### config.mk
export PLATFORM = sky130hd
export DESIGN_NAME = rename_map_ckpt
export DESIGN_NICKNAME = d
export VERILOG_FILES = /design/src/rtl/rename_map_ckpt.sv
export SDC_FILE = /design/constraint.sdc
export NUM_CORES = 2
export LEC_CHECK = 0
export CAP_MARGIN = 0
export CORE_MARGIN = 2
export CORE_UTILIZATION = 29
export DETAILED_ROUTE_END_ITERATION = 12
export HOLD_SLACK_MARGIN = 0.15
export PLACE_DENSITY = 0.52
export SKIP_CTS_REPAIR_TIMING = 1
export SLEW_MARGIN = 15
export SYNTH_ARGS = -nofsm -noshare
export SYNTH_HDL_FRONTEND = slang
export SYNTH_SLANG_ARGS = --single-unit
### constraint.sdc
create_clock -name clock -period 24.7 [get_ports clock]
set_input_delay 7.41 -clock clock [delete_from_list [all_inputs] [get_ports clock]]
set_output_delay 7.41 -clock clock [all_outputs]
set_load 0.005 [all_outputs]
### src/rtl/rename_map_ckpt.sv
// Register rename map with lowest-index free-list allocation, intra-group bypass,
// and a circular FIFO of map checkpoints with alloc-since bitmaps for recovery.
module rename_map_ckpt #(
    parameter int WAYS     = 2,
    parameter int ARF_SIZE = 32,
    parameter int PRF_SIZE = 64,
    parameter int CP_NUM   = 4,
    localparam int AW = $clog2(ARF_SIZE),
    localparam int PW = $clog2(PRF_SIZE),
    localparam int CW = $clog2(CP_NUM)
) (
    input  logic               clock,
    input  logic               reset,
    input  logic               in_valid,
    input  logic [WAYS-1:0]    in_dst_en,
    input  logic [WAYS*AW-1:0] in_src_l,
    input  logic [WAYS*AW-1:0] in_src_r,
    input  logic [WAYS*AW-1:0] in_dst,
    input  logic               in_ckpt,
    output logic               in_ready,
    output logic               out_valid,
    output logic [WAYS*PW-1:0] out_psrc_l,
    output logic [WAYS*PW-1:0] out_psrc_r,
    output logic [WAYS*PW-1:0] out_pdst,
    output logic [WAYS*PW-1:0] out_pdst_old,
    output logic [CW-1:0]      out_ckpt_id,
    input  logic [WAYS-1:0]    free_en,
    input  logic [WAYS*PW-1:0] free_preg,
    input  logic               ckpt_release,
    input  logic               recover,
    input  logic [CW-1:0]      recover_id
);

    logic [PW-1:0]       map_q   [ARF_SIZE];
    logic [PW-1:0]       map_nxt [ARF_SIZE];
    logic [PW-1:0]       ckpt_map [CP_NUM][ARF_SIZE];
    logic [PRF_SIZE-1:0] ckpt_alloc [CP_NUM];
    logic [PRF_SIZE-1:0] free_q, free_nxt, alloc_mask, free_set;
    logic [PW-1:0]       pdst_new [WAYS];
    logic [WAYS-1:0]     eff;
    logic [PW:0]         free_cnt, need;
    logic [CW-1:0]       head_q, tail_q, rec_off;
    logic [CW:0]         count_q;
    logic                accept, ckpt_full, rel_eff;
    logic [WAYS*PW-1:0]  psrc_l_c, psrc_r_c, pdst_c, pdst_old_c;

    always_comb begin
        eff      = '0;
        need     = '0;
        free_cnt = '0;
        for (int i = 0; i < WAYS; i++) begin
            eff[i] = in_dst_en[i] && (in_dst[i*AW +: AW] != '0);
            need   = need + {{PW{1'b0}}, eff[i]};
        end
        for (int k = 0; k < PRF_SIZE; k++)
            free_cnt = free_cnt + {{PW{1'b0}}, free_q[k]};
    end

    assign ckpt_full = (count_q == (CW+1)'(CP_NUM));
    assign in_ready  = !recover && (free_cnt >= need) && !(in_ckpt && ckpt_full);
    assign accept    = in_valid && in_ready;
    assign rel_eff   = ckpt_release && (count_q != '0);
    assign rec_off   = recover_id - head_q;

    // Lowest free index first; earlier ways claim before later ways.
    always_comb begin
        logic [PRF_SIZE-1:0] avail;
        logic                found;
        avail      = free_q;
        alloc_mask = '0;
        for (int i = 0; i < WAYS; i++) begin
            pdst_new[i] = '0;
            found       = 1'b0;
            if (eff[i]) begin
                for (int k = 1; k < PRF_SIZE; k++) begin
                    if (!found && avail[k]) begin
                        pdst_new[i] = PW'(k);
                        found       = 1'b1;
                    end
                end
                if (found) begin
                    avail[pdst_new[i]]      = 1'b0;
                    alloc_mask[pdst_new[i]] = 1'b1;
                end
            end
        end
    end

    always_comb begin
        logic [AW-1:0] sl, sr, d;
        logic [PW-1:0] psl, psr, pold;
        psrc_l_c   = '0;
        psrc_r_c   = '0;
        pdst_c     = '0;
        pdst_old_c = '0;
        map_nxt    = map_q;
        for (int i = 0; i < WAYS; i++) begin
            sl   = in_src_l[i*AW +: AW];
            sr   = in_src_r[i*AW +: AW];
            d    = in_dst[i*AW +: AW];
            psl  = map_q[sl];
            psr  = map_q[sr];
            pold = map_q[d];
            // Ascending scan so the highest older way with a match wins.
            for (int j = 0; j < WAYS; j++) begin
                if (j < i && eff[j]) begin
                    if (in_dst[j*AW +: AW] == sl) psl  = pdst_new[j];
                    if (in_dst[j*AW +: AW] == sr) psr  = pdst_new[j];
                    if (in_dst[j*AW +: AW] == d)  pold = pdst_new[j];
                end
            end
            psrc_l_c[i*PW +: PW]   = psl;
            psrc_r_c[i*PW +: PW]   = psr;
            pdst_old_c[i*PW +: PW] = pold;
            pdst_c[i*PW +: PW]     = eff[i] ? pdst_new[i] : '0;
            if (eff[i]) map_nxt[d] = pdst_new[i];
        end
    end

    always_comb begin
        free_set = '0;
        for (int i = 0; i < WAYS; i++)
            if (free_en[i]) free_set[free_preg[i*PW +: PW]] = 1'b1;
        free_set[0] = 1'b0;
        free_nxt = (free_q & ~(accept ? alloc_mask : '0)) | free_set
                 | (recover ? ckpt_alloc[recover_id] : '0);
    end

    always_ff @(posedge clock) begin
        if (reset) begin
            for (int a = 0; a < ARF_SIZE; a++) map_q[a] <= PW'(a);
            for (int k = 0; k < PRF_SIZE; k++) free_q[k] <= (k >= ARF_SIZE);
            head_q       <= '0;
            tail_q       <= '0;
            count_q      <= '0;
            out_valid    <= 1'b0;
            out_psrc_l   <= '0;
            out_psrc_r   <= '0;
            out_pdst     <= '0;
            out_pdst_old <= '0;
            out_ckpt_id  <= '0;
        end else begin
            out_valid <= accept;
            free_q    <= free_nxt;
            head_q    <= head_q + CW'(rel_eff);
            if (accept) begin
                map_q        <= map_nxt;
                out_psrc_l   <= psrc_l_c;
                out_psrc_r   <= psrc_r_c;
                out_pdst     <= pdst_c;
                out_pdst_old <= pdst_old_c;
                out_ckpt_id  <= tail_q;
            end
            if (recover) begin
                map_q   <= ckpt_map[recover_id];
                tail_q  <= recover_id + CW'(1);
                count_q <= {1'b0, rec_off} + (CW+1)'(1) - (CW+1)'(rel_eff);
            end else begin
                tail_q  <= tail_q + CW'(accept && in_ckpt);
                count_q <= count_q + (CW+1)'(accept && in_ckpt) - (CW+1)'(rel_eff);
            end
        end
    end

    // Checkpoint storage needs no reset: a slot is always written when it is pushed.
    always_ff @(posedge clock) begin
        if (!reset) begin
            if (accept)
                for (int c = 0; c < CP_NUM; c++) ckpt_alloc[c] <= ckpt_alloc[c] | alloc_mask;
            if (accept && in_ckpt) begin
                ckpt_map[tail_q]   <= map_nxt;
                ckpt_alloc[tail_q] <= '0;
            end
            if (recover) ckpt_alloc[recover_id] <= '0;
        end
    end

    a_recover_live: assert property (@(posedge clock) disable iff (reset)
        recover |-> ({1'b0, rec_off} < count_q));

endmodule

==> metrics.csv <==
stage;metric;value;unit
run_status;status;complete, no violations;
logic_synthesis;synthAdderAreaFrac;2.160;%
global_route;antenna_found_initial;13;
power_and_ir_drop;power.switching;0.002722;W
global_route;grt_pass1_wl;410.0;mm
power_and_ir_drop;internal_power;0.004489;W
final_layout;final_common_cell;edfxtp_1;
detailed_routing;vias;56000;
timing;fin_crit;19.56;ns
logic_synthesis;avgSynthCellArea;11.76;µm²
floorplanning;floorplan.initialDensity;29.17;%
detailed_routing;drc;0;
logic_synthesis;synth_top_family_by_area;multiplexers;
final_layout;regArea;34470;µm²
logic_synthesis;synth-seq-area-share;48.55;%
detailed_routing;routedWlPerCell;31.37;µm
detailed_routing;dr.pass1.iters;7;
logic_synthesis;synth_mux_area_share;19.44;%
critical_path;arrival;12.15;ns
timing;setup_viol;0;
final_layout;final_util;33.03;%
detailed_routing;routed_wirelength;288.9;mm
floorplanning;fp.coreArea;243500;µm²
placement;io_buffers;105;
clocking;clk_latency;0.83;ns
timing;fmax;0.05112;GHz
logic_synthesis;synth_edf_count;768;
detailed_routing;drt_iter0_markers;7571;
power_and_ir_drop;ir_drop;0.09043;mV
logic_synthesis;ys_warn_count;0;
clocking;cts.path.max_buffers;3;
critical_path;crit_fanout;33;
clocking;path_clk_slew;0.06;ns
clocking;cts_made_buffers;143;
detailed_routing;drtAntennaViolNets;0;
global_route;track_usage;22.52;%
timing;setup_tns;0;ns
timing;clock_skew;0.07117;ns
critical_path;reg2reg_slack;13.48;ns
placement;gp_congestion;1.013;
final_layout;final-instance-count-excl-fill;9208;
clocking;cts_sinks;1338;
flow_run;cap_viol_max_count;0;
timing;hold_violations;0;
power_and_ir_drop;power.share.combinational;30.7;%
logic_synthesis;ys_ff_latch;1338;
power_and_ir_drop;power_frac_seq;37.6;%
critical_path;timing.rr.start;free_q[25]$_SDFF_PP0_;
logic_synthesis;synth_area_leaders;edfxtp_1, mux4_2, dfxtp_1, nand2_1, o21ai_0;
timing;final.period_utilization;79.20;%
timing;slew_headroom;15.18;%
worst_hold_path;min_path_type;register to register;
power_and_ir_drop;powerDensity;89.69;nW/µm²
placement;dp_hpwl;191.7;mm
clocking;cts_root_buf;clkbuf_16;
final_layout;area_delta_synth_final;13.23;%
power_and_ir_drop;power_frac_clock;31.7;%
global_route;grt-ovfl-total;0;
critical_path;critPathRequiredTime;17.29;ns
logic_synthesis;synth_simple_gate_area_share;9.693;%
logic_synthesis;synth_flop_cell;edfxtp_1;
global_route;grt_pass1_vias;53610;
timing;timing.final.max_slew_violations;0;
final_layout;final_nets;6022;
critical_path;crit_end;in_ready;
floorplanning;die_y;498.8;µm
timing;tightestPinTransition;1.272;ns
logic_synthesis;synth-compound-area-share;15.97;%
floorplanning;std_cell_rows;181;
power_and_ir_drop;p_leak;25.56;nW
floorplanning;dieArea;248800;µm²
floorplanning;io-pin-count;106;
final_layout;layout_common_cells;edfxtp_1, nand2_1, mux4_2;
global_route;grt_max_degree;162;
logic_synthesis;synthXorXnorAreaFrac;0.4564;%
final_layout;multi_input_area;34140;µm²
logic_synthesis;synth_top_cell_by_area;edfxtp_1;
critical_path;setup.worst_path.end_class;primary output;
logic_synthesis;synth_top_cell_area_share;32.48;%
critical_path;worst-setup-path-type;input port to primary output;
logic_synthesis;syn_nets;6174;
detailed_routing;vias_per_cell;6.082;
logic_synthesis;syn-cell-area;71010;µm²
critical_path;r2r_end;ckpt_map[1][113]$_DFFE_PP_;
critical_path;r2r_cells;25;
clocking;cts_tree;built;
critical_path;worst_setup_path_start_kind;input port;
timing;rsz0062_at_grt;false;
critical_path;critPathLaunch;in_dst[4];
power_and_ir_drop;swShare;37.75;%
floorplanning;die_w;498.8;µm
logic_synthesis;synth_cell_type_count;84;
logic_synthesis;ys_async_sr_fraction;0;%
final_layout;drive_gt1_share;18.78;%
final_layout;fill_cells;23960;
clocking;htreeDepth;4;
logic_synthesis;netlist_instances;6040;
placement;dp.cells;8945;
worst max-delay path, stage by stage:
cell and delay (ns):
clkdlybuf4s50_1 0.43, buf_4 0.26, or3_1 0.53, o21ai_2 0.18, buf_4 0.41, inv_1 0.11, buf_4 0.32, ha_1 0.36
ha_1 0.28, o21ai_0 0.11, a41oi_1 0.86, clkdlybuf4s50_1 0.83
power groups by stage:
stage,sequential (W),combinational (W),clock (W)
floorplan,0.00266,0.00122,0
global placement,0.00274,0.00214,0
CTS,0.00270,0.00215,0.00232
global route,0.00272,0.00230,0.00241
finish,0.00271,0.00221,0.00229
detailed placement,0.00275,0.00214,0
synthesized netlist by cell type (41+ instances only):
master,number
inv_1,130
a22oi_1,147
a311oi_1,55
o211ai_1,161
o21ai_0,486
o31a_1,41
mux4_2,592
a221o_1,71
or2_2,50
nor3_1,66
edfxtp_1,768
fa_1,55
buf_1,78
nand2_1,677
nor4_1,41
nand3_1,84
nor2_1,386
clkbuf_1,461
a211oi_1,51
a21oi_1,344
dfxtp_1,570
registers in the layout, indices dropped and copies added, names as in the netlist:
name	count
head_q	2
count_q	3
map_q	192
ckpt_alloc	256
out_psrc_r	12
tail_q	2
out_pdst_old	12
free_q	64
out_ckpt_id	2
out_psrc_l	12
out_valid	1
out_pdst	12
ckpt_map	768
layout make-up:
cell class              count  area share, %
diodes                      1       0.003112
clock buffers             196          5.013
clock inverters            66          1.197
inverters                 132         0.6225
multi-input cells        4007          42.46
flip-flops and latches   1338          42.88
well taps                3202          4.983
repair buffers            266          2.842
through the flow:
stage	power [W]	hold WS (ns)	setup slack, ns	cell area, µm²
5_1_grt	0.007426	0.4703	4.929	80400
6_report	0.007211	0.4487	5.138	80400
3_5_place_dp	0.004890	0.4365	5.186	75410
4_1_cts	0.007178	0.4504	5.186	80400
2_1_floorplan	0.003880	0.4198	5.416	71020
3_3_place_gp	0.004876	0.4278	5.039	75410
kinds of logic (layout without fill, tap and decap cells):
group | count (synthesis) | in the layout
AOI/OAI and AO/OA | 1709 | 1709
xor gates and xnor gates | 37 | 37
adders and majority gates | 92 | 92
buffers and inverters | 695 | 660
DFF | 1338 | 1338
muxes | 637 | 637
other | 0 | 1
and+or+nand+nor | 1532 | 1532
metal layers:
metal | up-vias | GRT usage (%) | share of wire [%]
met5 | - | 0 | 0.032
met4 | 14 | 11.17 | 5.7
met3 | 676 | 5.580 | 9.5
met2 | 3246 | 34.98 | 46
met1 | 28670 | 29.22 | 39
li1 | 23400 | - | -
worst min path at each step:
stage / startpoint / endpoint / slack (ns) / depth (start not counted)
6_report: ckpt_alloc[2][21]$_SDFFE_PP0P_ / ckpt_alloc[2][21]$_SDFFE_PP0P_ / 0.45 / 2
3_5_place_dp: ckpt_alloc[2][21]$_SDFFE_PP0P_ / ckpt_alloc[2][21]$_SDFFE_PP0P_ / 0.44 / 2
5_1_grt: ckpt_alloc[2][50]$_SDFFE_PP0P_ / ckpt_alloc[2][50]$_SDFFE_PP0P_ / 0.47 / 1
4_1_cts: ckpt_alloc[2][21]$_SDFFE_PP0P_ / ckpt_alloc[2][21]$_SDFFE_PP0P_ / 0.45 / 2
2_1_floorplan: ckpt_alloc[2][10]$_SDFFE_PP0P_ / ckpt_alloc[2][10]$_SDFFE_PP0P_ / 0.42 / 2
3_3_place_gp: ckpt_alloc[2][27]$_SDFFE_PP0P_ / ckpt_alloc[2][27]$_SDFFE_PP0P_ / 0.43 / 2
Power figures use the tool's default switching activity.
